File: src/rtl/display_pkg.sv
// Shared types and seven-segment helpers for the display output stage.
package display_pkg;

  typedef enum logic [1:0] {
    IDLE,
    LOAD,
    SHIFT,
    UPD
  } state_t;

  // Segment patterns are active-low, ordered {g,f,e,d,c,b,a}.
  localparam logic [6:0] SEG_BLANK = 7'h7F;
  localparam logic [6:0] SEG_DASH  = 7'h3F;

  function automatic logic [6:0] seg7(input logic [3:0] val);
    logic [6:0] pat;
    case (val)
      4'h0:    pat = 7'h40;
      4'h1:    pat = 7'h79;
      4'h2:    pat = 7'h24;
      4'h3:    pat = 7'h30;
      4'h4:    pat = 7'h19;
      4'h5:    pat = 7'h12;
      4'h6:    pat = 7'h02;
      4'h7:    pat = 7'h78;
      4'h8:    pat = 7'h00;
      4'h9:    pat = 7'h10;
      4'hA:    pat = 7'h08;
      4'hB:    pat = 7'h03;
      4'hC:    pat = 7'h46;
      4'hD:    pat = 7'h21;
      4'hE:    pat = 7'h06;
      4'hF:    pat = 7'h0E;
      default: pat = SEG_BLANK;
    endcase
    return pat;
  endfunction

endpackage

File: src/rtl/display_ctrl_if.sv
// Datapath-side and board-side signals of the display stage, grouped as one bundle.
interface display_ctrl_if #(
  parameter int DW   = 10,
  parameter int NDIG = 3,
  parameter int TW   = 2
);

  logic [DW-1:0]     BUS;
  logic [DW-1:0]     REG;
  logic [TW-1:0]     TIME;
  logic              DONE;
  logic              PEEKb;
  logic              MODE;
  logic [DW-1:0]     LED_B;
  logic [7*NDIG-1:0] DHEX;
  logic [6:0]        THEX;
  logic              LED_D;
  logic              BUSY;

  // The datapath/board side drives the inputs and observes the pins.
  modport master (
    output BUS, REG, TIME, DONE, PEEKb, MODE,
    input  LED_B, DHEX, THEX, LED_D, BUSY
  );

  // The display controller consumes the inputs and drives the pins.
  modport slave (
    input  BUS, REG, TIME, DONE, PEEKb, MODE,
    output LED_B, DHEX, THEX, LED_D, BUSY
  );

endinterface

File: src/rtl/bin2bcd_seq.sv
// Sequential double-dabble converter: one shift-add-3 step per cycle, DW steps total.
// Carries enough internal BCD digits to hold any DW-bit value so that values too
// large for NDIG digits are reported through ovf rather than silently truncated.
module bin2bcd_seq
  import display_pkg::*;
#(
  parameter int DW   = 10,
  parameter int NDIG = 3
) (
  input  logic              clk,
  input  logic              rst_n,
  input  logic              start,
  input  logic [DW-1:0]     value,
  output logic              busy,
  output logic              done,
  output logic [4*NDIG-1:0] bcd,
  output logic              ovf
);

  localparam int NDEC = (DW + 2) / 3;
  localparam int NI   = (NDEC > NDIG) ? NDEC : NDIG;
  localparam int CW   = $clog2(DW + 1);

  logic [4*NI-1:0] bcd_q;
  logic [4*NI-1:0] adj;
  logic [DW-1:0]   bin_q;
  logic [CW-1:0]   cnt;
  logic            busy_q;

  // Add 3 to every BCD digit of 5 or more before the next left shift.
  always_comb begin
    adj = bcd_q;
    for (int i = 0; i < NI; i++) begin
      if (bcd_q[4*i +: 4] >= 4'd5) adj[4*i +: 4] = bcd_q[4*i +: 4] + 4'd3;
    end
  end

  // Load on start, then shift one binary bit into the BCD register per cycle.
  always_ff @(posedge clk or negedge rst_n) begin
    if (!rst_n) begin
      bcd_q  <= '0;
      bin_q  <= '0;
      cnt    <= '0;
      busy_q <= 1'b0;
    end else if (start && !busy_q) begin
      bcd_q  <= '0;
      bin_q  <= value;
      cnt    <= '0;
      busy_q <= 1'b1;
    end else if (busy_q) begin
      bcd_q <= {adj[4*NI-2:0], bin_q[DW-1]};
      bin_q <= {bin_q[DW-2:0], 1'b0};
      if (cnt == CW'(DW - 1)) begin
        busy_q <= 1'b0;
      end else begin
        cnt <= cnt + 1'b1;
      end
    end
  end

  // Any nonzero digit beyond the displayed ones means the value does not fit.
  always_comb begin
    ovf = 1'b0;
    for (int i = NDIG; i < NI; i++) ovf = ovf | (|bcd_q[4*i +: 4]);
  end

  // done marks the cycle whose closing edge performs the final shift, so the
  // result is settled in the very next cycle.
  assign done = busy_q && (cnt == CW'(DW - 1));
  assign busy = busy_q;
  assign bcd  = bcd_q[4*NDIG-1:0];

endmodule

File: src/rtl/display_ctrl.sv
// Output stage between the processor datapath and the board pins: bus LEDs,
// data digits (hex or decimal, with peek snapshot), timestep digit and done dot.
module display_ctrl
  import display_pkg::*;
#(
  parameter int DW        = 10,
  parameter int NDIG      = 3,
  parameter int TW        = 2,
  parameter int BLINK_DIV = 25_000_000,
  parameter int LZB       = 1
) (
  input logic           CLKb,
  input logic           CLRb,
  display_ctrl_if.slave pins
);

  localparam int HW  = (DW > 4*NDIG) ? DW : 4*NDIG;
  localparam int BCW = (BLINK_DIV > 1) ? $clog2(BLINK_DIV) : 1;

  state_t state, next_state;

  logic              peek_s1, peek_s2, peek_s3;
  logic              peek_fall;
  logic [DW-1:0]     snapshot;
  logic [DW-1:0]     src;
  logic [DW-1:0]     cur_val, last_val;
  logic              cur_mode, last_mode;
  logic              busy, load_en, conv_start, upd_en;
  logic              conv_busy, conv_done, conv_ovf;
  logic [4*NDIG-1:0] conv_bcd;
  logic [HW-1:0]     hex_ext;
  logic              hex_ovf, show_dash, seen;
  logic [3:0]        digit [NDIG];
  logic [7*NDIG-1:0] dhex_next, dhex_q;
  logic [DW-1:0]     led_b;
  logic [6:0]        thex;
  logic              done_q, led_d;
  logic [BCW-1:0]    blink_cnt;

  // Two-stage synchroniser for the peek button plus one stage for edge detection.
  always_ff @(posedge CLKb or negedge CLRb) begin
    if (!CLRb) begin
      peek_s1 <= 1'b1;
      peek_s2 <= 1'b1;
      peek_s3 <= 1'b1;
    end else begin
      peek_s1 <= pins.PEEKb;
      peek_s2 <= peek_s1;
      peek_s3 <= peek_s2;
    end
  end

  assign peek_fall = peek_s3 & ~peek_s2;

  // Snapshot the bus on the press so the display source switches to a fresh value.
  always_ff @(posedge CLKb or negedge CLRb) begin
    if (!CLRb) snapshot <= '0;
    else if (peek_fall) snapshot <= pins.BUS;
  end

  assign src = peek_s3 ? pins.REG : snapshot;

  // FSM state register.
  always_ff @(posedge CLKb or negedge CLRb) begin
    if (!CLRb) state <= IDLE;
    else state <= next_state;
  end

  // Next state: convert only when the source/mode differ from what is on display.
  always_comb begin
    next_state = state;
    case (state)
      IDLE:  if ({src, pins.MODE} != {last_val, last_mode}) next_state = LOAD;
      LOAD:  next_state = pins.MODE ? SHIFT : UPD;
      SHIFT: if (conv_done || !conv_busy) next_state = UPD;
      UPD:   next_state = IDLE;
      default: next_state = IDLE;
    endcase
  end

  // FSM outputs.
  always_comb begin
    busy       = (state != IDLE);
    load_en    = (state == LOAD);
    conv_start = (state == LOAD) && pins.MODE;
    upd_en     = (state == UPD);
  end

  // Latch the value being converted so later source changes cannot tear it.
  always_ff @(posedge CLKb or negedge CLRb) begin
    if (!CLRb) begin
      cur_val  <= '0;
      cur_mode <= 1'b0;
    end else if (load_en) begin
      cur_val  <= src;
      cur_mode <= pins.MODE;
    end
  end

  // Remember what the digits currently show.
  always_ff @(posedge CLKb or negedge CLRb) begin
    if (!CLRb) begin
      last_val  <= '0;
      last_mode <= 1'b0;
    end else if (upd_en) begin
      last_val  <= cur_val;
      last_mode <= cur_mode;
    end
  end

  bin2bcd_seq #(
    .DW   (DW),
    .NDIG (NDIG)
  ) u_bin2bcd (
    .clk   (CLKb),
    .rst_n (CLRb),
    .start (conv_start),
    .value (src),
    .busy  (conv_busy),
    .done  (conv_done),
    .bcd   (conv_bcd),
    .ovf   (conv_ovf)
  );

  // Build the digit patterns: overflow dashes, leading-zero blanking, segment decode.
  always_comb begin
    hex_ext   = HW'(cur_val);
    hex_ovf   = |(hex_ext >> (4*NDIG));
    show_dash = cur_mode ? conv_ovf : hex_ovf;
    digit     = '{default: '0};
    dhex_next = '0;
    seen      = 1'b0;
    for (int i = NDIG - 1; i >= 0; i--) begin
      digit[i] = cur_mode ? conv_bcd[4*i +: 4] : hex_ext[4*i +: 4];
      if (digit[i] != 4'd0) seen = 1'b1;
      if (show_dash) dhex_next[7*i +: 7] = SEG_DASH;
      else if ((LZB != 0) && !seen && (i != 0)) dhex_next[7*i +: 7] = SEG_BLANK;
      else dhex_next[7*i +: 7] = seg7(digit[i]);
    end
  end

  // All data digits change together, only on the update cycle.
  always_ff @(posedge CLKb or negedge CLRb) begin
    if (!CLRb) dhex_q <= {NDIG{SEG_BLANK}};
    else if (upd_en) dhex_q <= dhex_next;
  end

  // Bus LEDs and timestep digit simply follow their inputs one cycle later.
  always_ff @(posedge CLKb or negedge CLRb) begin
    if (!CLRb) begin
      led_b <= '0;
      thex  <= SEG_BLANK;
    end else begin
      led_b <= pins.BUS;
      thex  <= seg7(4'(pins.TIME));
    end
  end

  // Done dot: lights on the rising edge of DONE, then blinks while DONE stays high.
  always_ff @(posedge CLKb or negedge CLRb) begin
    if (!CLRb) begin
      done_q    <= 1'b0;
      led_d     <= 1'b0;
      blink_cnt <= '0;
    end else begin
      done_q <= pins.DONE;
      if (!pins.DONE) begin
        led_d     <= 1'b0;
        blink_cnt <= '0;
      end else if (!done_q) begin
        led_d     <= 1'b1;
        blink_cnt <= '0;
      end else if (blink_cnt == BCW'(BLINK_DIV - 1)) begin
        led_d     <= ~led_d;
        blink_cnt <= '0;
      end else begin
        blink_cnt <= blink_cnt + 1'b1;
      end
    end
  end

  assign pins.LED_B = led_b;
  assign pins.DHEX  = dhex_q;
  assign pins.THEX  = thex;
  assign pins.LED_D = led_d;
  assign pins.BUSY  = busy;

endmodule

File: src/flat_wrapper.sv
// flat-port wrapper written by rule: the top's interface ports become plain ports
module display_ctrl_flat import display_pkg::*;
#(
  parameter int DW        = 10,
  parameter int NDIG      = 3,
  parameter int TW        = 2,
  parameter int BLINK_DIV = 25_000_000,
  parameter int LZB       = 1
)
  (CLKb, CLRb, pins_BUS, pins_REG, pins_TIME, pins_DONE, pins_PEEKb, pins_MODE, pins_LED_B, pins_DHEX, pins_THEX, pins_LED_D, pins_BUSY);
  display_ctrl_if #(.DW(DW), .NDIG(NDIG), .TW(TW)) pins_i ();
  input logic CLKb;
  input logic CLRb;
  input wire logic [$bits(pins_i.BUS)-1:0] pins_BUS;
  input wire logic [$bits(pins_i.REG)-1:0] pins_REG;
  input wire logic [$bits(pins_i.TIME)-1:0] pins_TIME;
  input wire logic [$bits(pins_i.DONE)-1:0] pins_DONE;
  input wire logic [$bits(pins_i.PEEKb)-1:0] pins_PEEKb;
  input wire logic [$bits(pins_i.MODE)-1:0] pins_MODE;
  output wire logic [$bits(pins_i.LED_B)-1:0] pins_LED_B;
  output wire logic [$bits(pins_i.DHEX)-1:0] pins_DHEX;
  output wire logic [$bits(pins_i.THEX)-1:0] pins_THEX;
  output wire logic [$bits(pins_i.LED_D)-1:0] pins_LED_D;
  output wire logic [$bits(pins_i.BUSY)-1:0] pins_BUSY;
  assign pins_i.BUS = pins_BUS;
  assign pins_i.REG = pins_REG;
  assign pins_i.TIME = pins_TIME;
  assign pins_i.DONE = pins_DONE;
  assign pins_i.PEEKb = pins_PEEKb;
  assign pins_i.MODE = pins_MODE;
  assign pins_LED_B = pins_i.LED_B;
  assign pins_DHEX = pins_i.DHEX;
  assign pins_THEX = pins_i.THEX;
  assign pins_LED_D = pins_i.LED_D;
  assign pins_BUSY = pins_i.BUSY;
  display_ctrl #(.DW(DW), .NDIG(NDIG), .TW(TW), .BLINK_DIV(BLINK_DIV), .LZB(LZB)) u_core (.CLKb(CLKb), .CLRb(CLRb), .pins(pins_i));
endmodule
File: config.mk
export PLATFORM = sky130hd
export DESIGN_NAME = display_ctrl_flat
export DESIGN_NICKNAME = d
export VERILOG_FILES = /design/src/rtl/display_pkg.sv /design/src/rtl/display_ctrl_if.sv /design/src/rtl/bin2bcd_seq.sv /design/src/rtl/display_ctrl.sv /design/src/flat_wrapper.sv
export SDC_FILE = /design/constraint.sdc
export NUM_CORES = 1
export LEC_CHECK = 0
export ABC_AREA = 1
export BUFFER_PORTS_ARGS = -buffer_cell sky130_fd_sc_hd__buf_2
export CORE_ASPECT_RATIO = 2
export CORE_MARGIN = 5
export CORE_UTILIZATION = 60
export DETAILED_ROUTE_END_ITERATION = 16
export PLACE_DENSITY = 0.8
export SYNTH_ARGS = -nofsm -noshare
export SYNTH_HDL_FRONTEND = slang
export SYNTH_HIERARCHICAL = 1
export SYNTH_SLANG_ARGS = --single-unit
File: constraint.sdc
create_clock -name CLKb -period 2.42 [get_ports CLKb]
set_input_delay 0.484 -clock CLKb [delete_from_list [all_inputs] [get_ports CLKb]]
set_output_delay 0.484 -clock CLKb [all_outputs]
set_load 0.01 [all_outputs]
==> results.toml <==
[timing]
hold_violations = 0
setup_viol = 0
setup_tns_ns = 0
slew_headroom = 0.6521
timing.hold.ws_ns = 0.02064
worstMarginPinSlew_ns = 0.5218
clock_skew_ns = 0.007491
max_freq_mhz = 468.5
finalMaxSlewViolations = 0
min_period_ns = 2.134
rsz0062_at_grt = "no"
fin_crit_sh = 0.8820

[clocking]
cts_buffers = 17
cts_hold_buf = 0
cts_root_buf = "clkbuf_16"
clk_latency_ns = 0.41
clk_path_buf_depth = 2
cts_tree = "done"
clkTransAtPathRegs_ns = 0.06
post_cts_buffers = 0
cts.sinks = 132
ctsResizeCount = 0
htreeDepth = 4

[min_path]
hp-class = "input port to async pin"

[floorplanning]
die_w_um = 87.31
die-area_um2 = 14370
core_um2 = 11700
initial_utilization = 0.6129
io_pins = 67
die_height_um = 164.6
rows = 56

[global_routing]
antenna_found_initial = 0
grt_max_degree = 53
grt_pass1_vias = 6108
grt_overflow = 0
grt_usage = 0.2524
grt_pass1_wl_mm = 28.28

[cells_and_area]
fill_cells = 909
area_delta_synth_final_pct = 13.35
drive_above_1_share = 0.1869
n_antenna_cell = 0
nets = 1011
stdcell_count = 1108

[yosys]
syn_avg_cell_area_um2 = 8.104
synth_cells = 885
ys_types = 43
synth_seq_area_share = 0.4658
async_reset_ff_frac = 1.000
synth_flop_cell = "dfrtp_1"
yosysTopAreaCell = "dfrtp_1"
netlist_area_um2 = 7172
synth_commonest_cells = "nand2_1, inv_1, dfrtp_1"
synth_edf_count = 0
ys_ff_latch = 132
yosys_warnings = 6
syn_nets = 946
synth.most_common_cell = "nand2_1"
synthTopCellsByArea = "dfrtp_1, nand2_1, dfstp_2"
synth_top_area_frac = 0.3559

[critical_path]
worstSetupEndpointType = "flop"
cp.required_ns = 2.76
worstPathMaxFanout = 19
start_kind = "flop"
cp.arrival_ns = 2.48
setup.worst_path.class = "flop to flop"

[route]
dr.pass1.iters = 7
vias = 6065
drt.antenna.violating_nets = 0
avgRoutedWirePerCell_um = 15.40
via_per_inst = 5.474
drt_iter0_drc = 291
drc = 0
drt_wl_total_mm = 17.06

[power]
leakage_nw = 3.973
power_w = 0.01020
ir_drop_mv = 0.7710
power_density_nw_per_um2 = 1254

[placement]
dp.cells = 1076
place.gp.congestion = 0.9489
dp_hpwl_mm = 12.83
io_buffer_count = 66

[job]
maxCapViolations = 0

[run_status]
status = "finished clean"
through the flow:
step | setup WS [ns] | utilization | instance area [µm²]
after floorplan | 0.5196 | - | 7172
after global placement | 0.3766 | 0.6488 | 7592
after detailed placement | 0.3448 | 0.6488 | 7592
after CTS | 0.3181 | 0.6947 | 8129
after global routing | 0.01802 | 0.6947 | 8129
final | 0.2857 | 0.6947 | 8129
critical path, stage by stage, from the launching register on:
cell and delay (ns):
dfrtp_1 0.67, inv_1 0.18, or2_1 0.27, o21ai_2 0.14
inv_1 0.11, ha_1 0.24, o21ai_1 0.18, a21oi_1 0.06
nor3_1 0.16, nor2_1 0.06
layer usage:
layer  GRT usage  share of wire  vias to the layer above
met5           0              0                        -
met4      0.1292          0.042                        0
met3     0.04244          0.032                       50
met2      0.4732           0.57                      155
met1      0.2592           0.35                     2884
li1            -              -                     2976
power breakdown:
group / switching, W / internal, W / total (W)
logic: 0.00287 / 0.00155 / 0.00441
registers: 0.000488 / 0.00298 / 0.00347
clock network: 0.00100 / 0.00132 / 0.00232
cell usage in the layout (no fill, tap or decap), types with 3 or more instances in the layout:
cell type	count
a21oi_1	26
a31oi_1	16
buf_2	65
buf_4	13
clkbuf_16	17
clkinv_2	3
clkinv_4	6
clkinvlp_4	3
dfrtp_1	102
dfstp_2	30
ha_1	34
inv_1	107
inv_2	8
mux2_2	7
nand2_1	229
nand2_2	5
nand3_1	62
nand3_2	3
nand4_1	19
nor2_1	82
nor3_1	17
nor3b_1	4
o211ai_1	7
o21ai_0	37
o21ai_1	11
o21ai_2	7
o221ai_1	6
o22ai_1	4
xnor2_1	3
xor2_1	6
final timing paths:
check | from | end | slack [ns] | cells after the start
max in group asynchronous | CLRb | u_core/pins.DHEX[7] | 1.68 | 2
worst min register to register | u_core/peek_s1 | u_core/peek_s2 | 0.35 | 0
worst max-delay path | u_core/cur_mode | u_core/pins.DHEX[3] | 0.29 | 9
worst max register to register | u_core/cur_mode | u_core/pins.DHEX[3] | 0.29 | 9
worst min-delay path | CLRb | u_core/blink_cnt[16] | 0.02 | 1
min in group CLKb | pins_PEEKb | u_core/peek_s1 | 0.17 | 1
layout make-up:
class                           instances  area [µm²]  area share
Sequential cell                       132        3341      0.4110
Inverter                              115       431.7     0.05310
Clock buffer                           18       429.2     0.05279
Clock inverter                         14       107.6     0.01324
Tap cell                              145       181.4     0.02232
Multi-Input combinational cell        603        3164      0.3893
Timing Repair Buffer                   81       474.2     0.05833
flip-flops by register name (all words and copies together) (netlist names), 2 cells and up:
signal / cells
u_core/blink_cnt: 25
u_core/state: 2
u_core/last_val: 10
u_core/pins.LED_B: 10
u_core/u_bin2bcd/bin_q: 10
u_core/u_bin2bcd/cnt: 4
u_core/u_bin2bcd/bcd_q: 16
u_core/snapshot: 10
u_core/cur_val: 10
u_core/pins.DHEX: 21
u_core/pins.THEX: 6
logic make-up after synthesis:
logic type      share of synthesized area
simple gates                       0.2586
buf+inv                           0.09299
flops                              0.4658
compound gates                     0.1008
fa+ha+maj                         0.05932
xor+xnor                          0.01099
mux                               0.01099
other cells                     0.0005229
Power figures use the tool's default switching activity.
